**config.mk**
```make
export PLATFORM = sky130hd
export DESIGN_NAME = simple_bus_arbiter
export DESIGN_NICKNAME = d
export VERILOG_FILES = /design/src/rtl/simple_bus_arbiter.sv
export SDC_FILE = /design/constraint.sdc
export NUM_CORES = 1
export LEC_CHECK = 0
export ABC_AREA = 1
export CAP_MARGIN = 0
export CORE_ASPECT_RATIO = 0.8
export CORE_MARGIN = 5
export CORE_UTILIZATION = 39
export CTS_CLUSTER_DIAMETER = 30
export DETAILED_ROUTE_END_ITERATION = 8
export GPL_ROUTABILITY_DRIVEN = 0
export PLACE_DENSITY = 0.82
export SKIP_CTS_REPAIR_TIMING = 1
export SLEW_MARGIN = 5
export SYNTH_ARGS = -nofsm -noshare
export SYNTH_HDL_FRONTEND = slang
export SYNTH_SLANG_ARGS = --single-unit
```
**constraint.sdc**
```tcl
create_clock -name clk -period 1.45 [get_ports clk]
set_input_delay 0.2175 -clock clk [delete_from_list [all_inputs] [get_ports clk]]
set_output_delay 0.2175 -clock clk [all_outputs]
set_load 0.02 [all_outputs]
```
**src/rtl/simple_bus_arbiter.sv**
```systemverilog
// simple_bus_arbiter: round-robin arbiter that shares one simple_bus slave
// among NUM_REQ masters and forwards exactly one start/ready transaction per
// grant. Optional BUSY watchdog is enabled by defining SIMPLE_BUS_ARB_TIMEOUT_EN.
module simple_bus_arbiter #(
  parameter int NUM_REQ = 4,
  parameter int ADDR_W  = 8,
  parameter int DATA_W  = 8,
  parameter int MODE_W  = 2,
  parameter int TIMEOUT = 15
) (
  input  logic                        clk,
  input  logic                        rst,
  input  logic [NUM_REQ-1:0]          m_req,
  output logic [NUM_REQ-1:0]          m_gnt,
  input  logic [NUM_REQ-1:0]          m_start,
  input  logic [NUM_REQ*ADDR_W-1:0]   m_addr,
  input  logic [NUM_REQ*MODE_W-1:0]   m_mode,
  input  logic [NUM_REQ*DATA_W-1:0]   m_wdata,
  output logic [NUM_REQ-1:0]          m_rdy,
  output logic [DATA_W-1:0]           m_rdata,
  output logic                        m_err,
  output logic                        s_req,
  input  logic                        s_gnt,
  output logic                        s_start,
  output logic [ADDR_W-1:0]           s_addr,
  output logic [MODE_W-1:0]           s_mode,
  output logic [DATA_W-1:0]           s_wdata,
  input  logic                        s_rdy,
  input  logic [DATA_W-1:0]           s_rdata
);

  localparam int IDX_W = (NUM_REQ > 1) ? $clog2(NUM_REQ) : 1;
  localparam logic [NUM_REQ-1:0] ONE_HOT0 = {{(NUM_REQ-1){1'b0}}, 1'b1};

  typedef enum logic [1:0] {
    IDLE  = 2'd0,
    REQ   = 2'd1,
    GRANT = 2'd2,
    BUSY  = 2'd3
  } state_t;

  state_t             state, state_next;
  logic [IDX_W-1:0]   owner, owner_next, last, last_next, winner;
  logic               found;
  logic [NUM_REQ-1:0] owner_sel, owner_next_sel, gnt_next, rdy_next;
  logic [DATA_W-1:0]  rdata_next;
  logic               err_next, s_req_next, s_start_next;
  logic [ADDR_W-1:0]  addr_next;
  logic [MODE_W-1:0]  mode_next;
  logic [DATA_W-1:0]  wdata_next;
  logic               timeout_hit;

`ifdef SIMPLE_BUS_ARB_TIMEOUT_EN
  localparam int CNT_W = $clog2(TIMEOUT + 1);
  logic [CNT_W-1:0] to_cnt;

  // Fires on the BUSY cycle whose increment would make the count reach TIMEOUT.
  assign timeout_hit = (state == BUSY) && (to_cnt == CNT_W'(TIMEOUT - 1));

  // Watchdog counter: zero outside BUSY, counts BUSY cycles without s_rdy.
  always_ff @(posedge clk) begin
    if (rst) begin
      to_cnt <= {CNT_W{1'b0}};
    end else if (state != BUSY) begin
      to_cnt <= {CNT_W{1'b0}};
    end else if (!s_rdy) begin
      to_cnt <= to_cnt + CNT_W'(1);
    end else begin
      to_cnt <= to_cnt;
    end
  end
`else
  localparam int unused_timeout = TIMEOUT;
  assign timeout_hit = 1'b0;
`endif

  assign owner_sel      = ONE_HOT0 << owner;
  assign owner_next_sel = ONE_HOT0 << owner_next;

  // Round-robin search starting just after the last served master.
  always_comb begin
    winner = last;
    found  = 1'b0;
    for (int i = 1; i <= NUM_REQ; i++) begin
      if (!found && m_req[IDX_W'((int'(last) + i) % NUM_REQ)]) begin
        winner = IDX_W'((int'(last) + i) % NUM_REQ);
        found  = 1'b1;
      end else begin
        winner = winner;
      end
    end
  end

  // Next-state and next-output decode for the transaction sequencer.
  always_comb begin
    state_next   = state;
    owner_next   = owner;
    last_next    = last;
    rdy_next     = {NUM_REQ{1'b0}};
    rdata_next   = m_rdata;
    err_next     = 1'b0;
    s_start_next = 1'b0;
    addr_next    = s_addr;
    mode_next    = s_mode;
    wdata_next   = s_wdata;
    case (state)
      IDLE: begin
        if (found) begin
          owner_next = winner;
          state_next = REQ;
        end else begin
          state_next = IDLE;
        end
      end
      REQ: begin
        // A withdrawn request abandons the attempt without moving priority.
        if (!m_req[owner]) begin
          state_next = IDLE;
        end else if (s_gnt) begin
          state_next = GRANT;
        end else begin
          state_next = REQ;
        end
      end
      GRANT: begin
        if (m_start[owner]) begin
          addr_next    = m_addr[int'(owner)*ADDR_W +: ADDR_W];
          mode_next    = m_mode[int'(owner)*MODE_W +: MODE_W];
          wdata_next   = m_wdata[int'(owner)*DATA_W +: DATA_W];
          s_start_next = 1'b1;
          state_next   = BUSY;
        end else if (!m_req[owner]) begin
          last_next  = owner;
          state_next = IDLE;
        end else begin
          state_next = GRANT;
        end
      end
      BUSY: begin
        // A real completion beats a watchdog expiry in the same cycle.
        if (s_rdy) begin
          rdy_next   = owner_sel;
          rdata_next = s_rdata;
          last_next  = owner;
          state_next = IDLE;
        end else if (timeout_hit) begin
          rdy_next   = owner_sel;
          err_next   = 1'b1;
          rdata_next = {DATA_W{1'b0}};
          last_next  = owner;
          state_next = IDLE;
        end else begin
          state_next = BUSY;
        end
      end
      default: begin
        state_next = IDLE;
      end
    endcase
  end

  // Grant/request decode; s_req lags REQ entry by one edge.
  always_comb begin
    if ((state_next == GRANT) || (state_next == BUSY)) begin
      gnt_next = owner_next_sel;
    end else begin
      gnt_next = {NUM_REQ{1'b0}};
    end
    s_req_next = (state != IDLE) && (state_next != IDLE);
  end

  // State, priority pointer and registered outputs.
  always_ff @(posedge clk) begin
    if (rst) begin
      state   <= IDLE;
      owner   <= {IDX_W{1'b0}};
      last    <= IDX_W'(NUM_REQ - 1);
      m_gnt   <= {NUM_REQ{1'b0}};
      m_rdy   <= {NUM_REQ{1'b0}};
      m_rdata <= {DATA_W{1'b0}};
      m_err   <= 1'b0;
      s_req   <= 1'b0;
      s_start <= 1'b0;
      s_addr  <= {ADDR_W{1'b0}};
      s_mode  <= {MODE_W{1'b0}};
      s_wdata <= {DATA_W{1'b0}};
    end else begin
      state   <= state_next;
      owner   <= owner_next;
      last    <= last_next;
      m_gnt   <= gnt_next;
      m_rdy   <= rdy_next;
      m_rdata <= rdata_next;
      m_err   <= err_next;
      s_req   <= s_req_next;
      s_start <= s_start_next;
      s_addr  <= addr_next;
      s_mode  <= mode_next;
      s_wdata <= wdata_next;
    end
  end

endmodule

```
==> results of run 1 <==
[cell usage after synthesis]
cell type  number
inv_1          11
inv_2           4
nand3_1        18
nand3_2         1
conb_1          1
o21ai_0        36
nor2_8          1
o21ai_1        23
a21oi_1        13
nand2_2         8
nand4_1         1
nand2_1        52
clkbuf_1       11
nor2_2          3
inv_6           1
clkinv_1        1
nand3b_1        1
and2_0          1
a31oi_1        18
buf_2           6
nor2_4          1
buf_4           4
nor3_1          1
nand2_4         8
buf_6           1
nor2_1         87
dfxtp_1        42
inv_4           1
[power groups by stage]
stage | clock network (uW) | logic [uW] | registers, uW
after floorplan | 0 | 1700 | 1500
after global placement | 0 | 2720 | 1410
after detailed placement | 0 | 2800 | 1410
after CTS | 800 | 2810 | 1390
after global routing | 867 | 3470 | 1450
final | 785 | 3130 | 1430
[logic make-up (layout without fill, tap and decap cells)]
kind of cell,after synthesis,count (layout)
DFF,42,42
other,1,1
AOI/OAI and AO/OA,90,90
and+or+nand+nor,183,183
buffers and inverters,40,184
[sequential cells by signal, indices dropped and copies added, names as in the netlist]
register	count
m_rdata	8
s_addr	8
s_wdata	8
m_gnt	4
m_rdy	4
last	2
owner	2
s_mode	2
state	2
s_req	1
s_start	1
[metal layers]
layer  wire length [um]  vias to the layer above
met1               3370                     1330
met4                255                        0
li1                   -                     1451
met2               4340                      127
met5                  0                        -
met3                742                       25
[area by class of cell]
| type | instances | area, um2 | area share |
|---|---|---|---|
| flip-flops and latches | 42 | 852 | 0.200 |
| inverters | 18 | 92.6 | 0.0217 |
| multi-input cells | 274 | 1410 | 0.331 |
| clock buffers | 5 | 68.8 | 0.0161 |
| well taps | 81 | 101 | 0.0238 |
| clock inverters | 3 | 23.8 | 0.00558 |
| repair buffers | 158 | 1710 | 0.402 |
[tightest hold or removal path: stages]
cell	delay [ps]
clkdlybuf4s50_1	390
nand2_1	60
a21oi_1	50
[worst paths after layout]
kind | cells past startpoint | start | slack [ps] | endpoint
worst max-delay path | 13 | last[0]$_SDFFE_PP1P_ | -30 | owner[0]$_SDFF_PP0_
worst max register to register | 13 | last[0]$_SDFFE_PP1P_ | -30 | owner[0]$_SDFF_PP0_
worst min-delay path | 3 | s_rdata[3] | 460 | m_rdata[3]$_SDFFE_PP0P_
worst min register to register | 2 | m_rdata[5]$_SDFFE_PP0P_ | 470 | m_rdata[5]$_SDFFE_PP0P_
[metrics by stage]
step,hold slack [ps],util,TNS (ps),worst slack [ps],instance area (um2)
floorplan,287,-,0,149,2340
global placement,450,0.650,-3830,-207,3820
detailed placement,455,0.650,-4190,-218,3820
CTS,456,0.666,-842,-67.5,3920
global route,463,0.725,-684,-119,4260
finish,462,0.725,-69.1,-25.3,4260
==> impl_metrics.toml, run 1 <==
[run_status]
status = "finished with violations"
violations = "negative setup slack"

[setup_path]
critPathKind = "reg2reg"
crit_chain = "buf_12 > inv_8 > nand2_2 > nand2_2 > nand2_1 > nand2_2 > inv_1 > nand3_2 > nand2_4 > inv_4 > nand2_4 > nand2_4 > nor2_2"
path_delay_family = "simple AND/OR/NAND/NOR gates"
required_ps = 1630
critPathArrivalTime_ps = 1660
slowest_stage = "dfxtp_4"
crit_path_max_fanout = 8
endpoint_kind = "flop"
crit_buf_inv = 4
setup.worst_path.start_class = "flop"
crit_path_max_incr_delay_ps = 380

[power_and_ir_drop]
comb_power_share = 0.585
p_clk_frac = 0.147
ir_worst_vdd_mv = 0.646
p_leak_uw = 0.00235
power_switching_uw = 2350
swShare = 0.440
p_seq_frac = 0.268
intPower_uw = 2990
power_density_nw_per_um2 = 1250
totalPowerFinal_uw = 5350

[detailed_routing]
dr.pass1.iters = 5
vias = 2933
ant_nets = 0
drt_iter0_markers = 203
route.detailed.wl_per_inst_um = 15.0
wl_um = 8700
vias_per_cell = 5.05
route.detailed.drc = 0

[yosys]
ys_seq_elements = 42
synth_area_leader_cell = "dfxtp_1"
ys_warn_count = 0
synth_xor_xnor_area_share = 0
muxShareOfSynthArea = 0
synthAdderAreaFrac = 0
synthCells = 356
synth_top_family_by_area = "simple AND/OR/NAND/NOR gates"
synth-simple-area-share = 0.357
syn-num-nets = 448
netlist.area_leader.share = 0.359
synth_area_per_cell_um2 = 6.58
synth.distinct_cells = 28
yosysSeqAreaShare = 0.359
synth_area_um2 = 2340
synth-compound-area-share = 0.202
ys_top_cells_by_area = "dfxtp_1 (36%), nor2_1 (14%), nand2_1 (8.3%)"

[floorplan]
rows = 25
chipHeight_um = 79.3
ios = 129
die_x_um = 96.6
initial_core_util = 0.398
coreArea_um2 = 5880
die-area_um2 = 7670

[grt]
grt-busiest-layer = "met2"
grt_start_max_net_pins = 28
antenna_found_initial = 0
track_usage = 0.207
gr-usage-met1 = 0.232
overflow = 0
first_global_vias = 2847
grt_pass1_wl_um = 13100
use_met2 = 0.364
use_met3 = 0.0702

[finish]
drive_above_1_share = 0.190
mostFrequentLayoutCell = "clkdlybuf4s50_1"
stdcell_count = 581
n_antenna_cell = 0
n_fill_cell = 471
area_growth_pct = 81.9
final_cell_mix = "clkdlybuf4s50_1 (91), nor2_1 (81), nand2_1 (43)"
fin_nets = 591

[clock_tree]
htreeDepth = 2
cts_sinks = 42
clk_latency_ps = 300
numCtsBuffers = 5
cts-root-buf = "clkbuf_8"
cts_tree = "done"
clk_pin_slew_ps = 90
clk_path_buf_depth = 2

[timing]
rsz0062_at_grt = "true"
fmax_mhz = 678
period_needed_ps = 1480
setup_viol = 3
finalClockSkew_ps = 15.7
setup_ws_ps = -25.3
fin_crit_sh = 1.02
hold_viol_final = 0
slew_viol_final = 0

[hold_path]
hold_path_class = "in2reg"

[placed_design]
placed_cells = 565
io_buffers = 127
dp_hpwl_um = 6260

[run]
cap_violations = 0
Note: power is estimated with default switching activity, not from simulation.
==> inputs of run 2 (changes only) <==
--- a/config.mk
+++ b/config.mk
@@ -12,7 +12,6 @@
 export CORE_UTILIZATION = 39
 export CTS_CLUSTER_DIAMETER = 30
 export DETAILED_ROUTE_END_ITERATION = 8
-export GPL_ROUTABILITY_DRIVEN = 0
 export PLACE_DENSITY = 0.82
 export SKIP_CTS_REPAIR_TIMING = 1
 export SLEW_MARGIN = 5
==> results of run 2 <==
No change in the layout: final DEF, timing and power equal those of run 1.
==> inputs of run 3 (changes only) <==
--- a/config.mk
+++ b/config.mk
@@ -12,6 +12,7 @@
 export CORE_UTILIZATION = 39
 export CTS_CLUSTER_DIAMETER = 30
 export DETAILED_ROUTE_END_ITERATION = 8
+export GPL_ROUTABILITY_DRIVEN = 0
 export PLACE_DENSITY = 0.82
 export SKIP_CTS_REPAIR_TIMING = 1
 export SLEW_MARGIN = 5
==> results of run 3 <==
No change in the layout: final DEF, timing and power equal those of run 1.
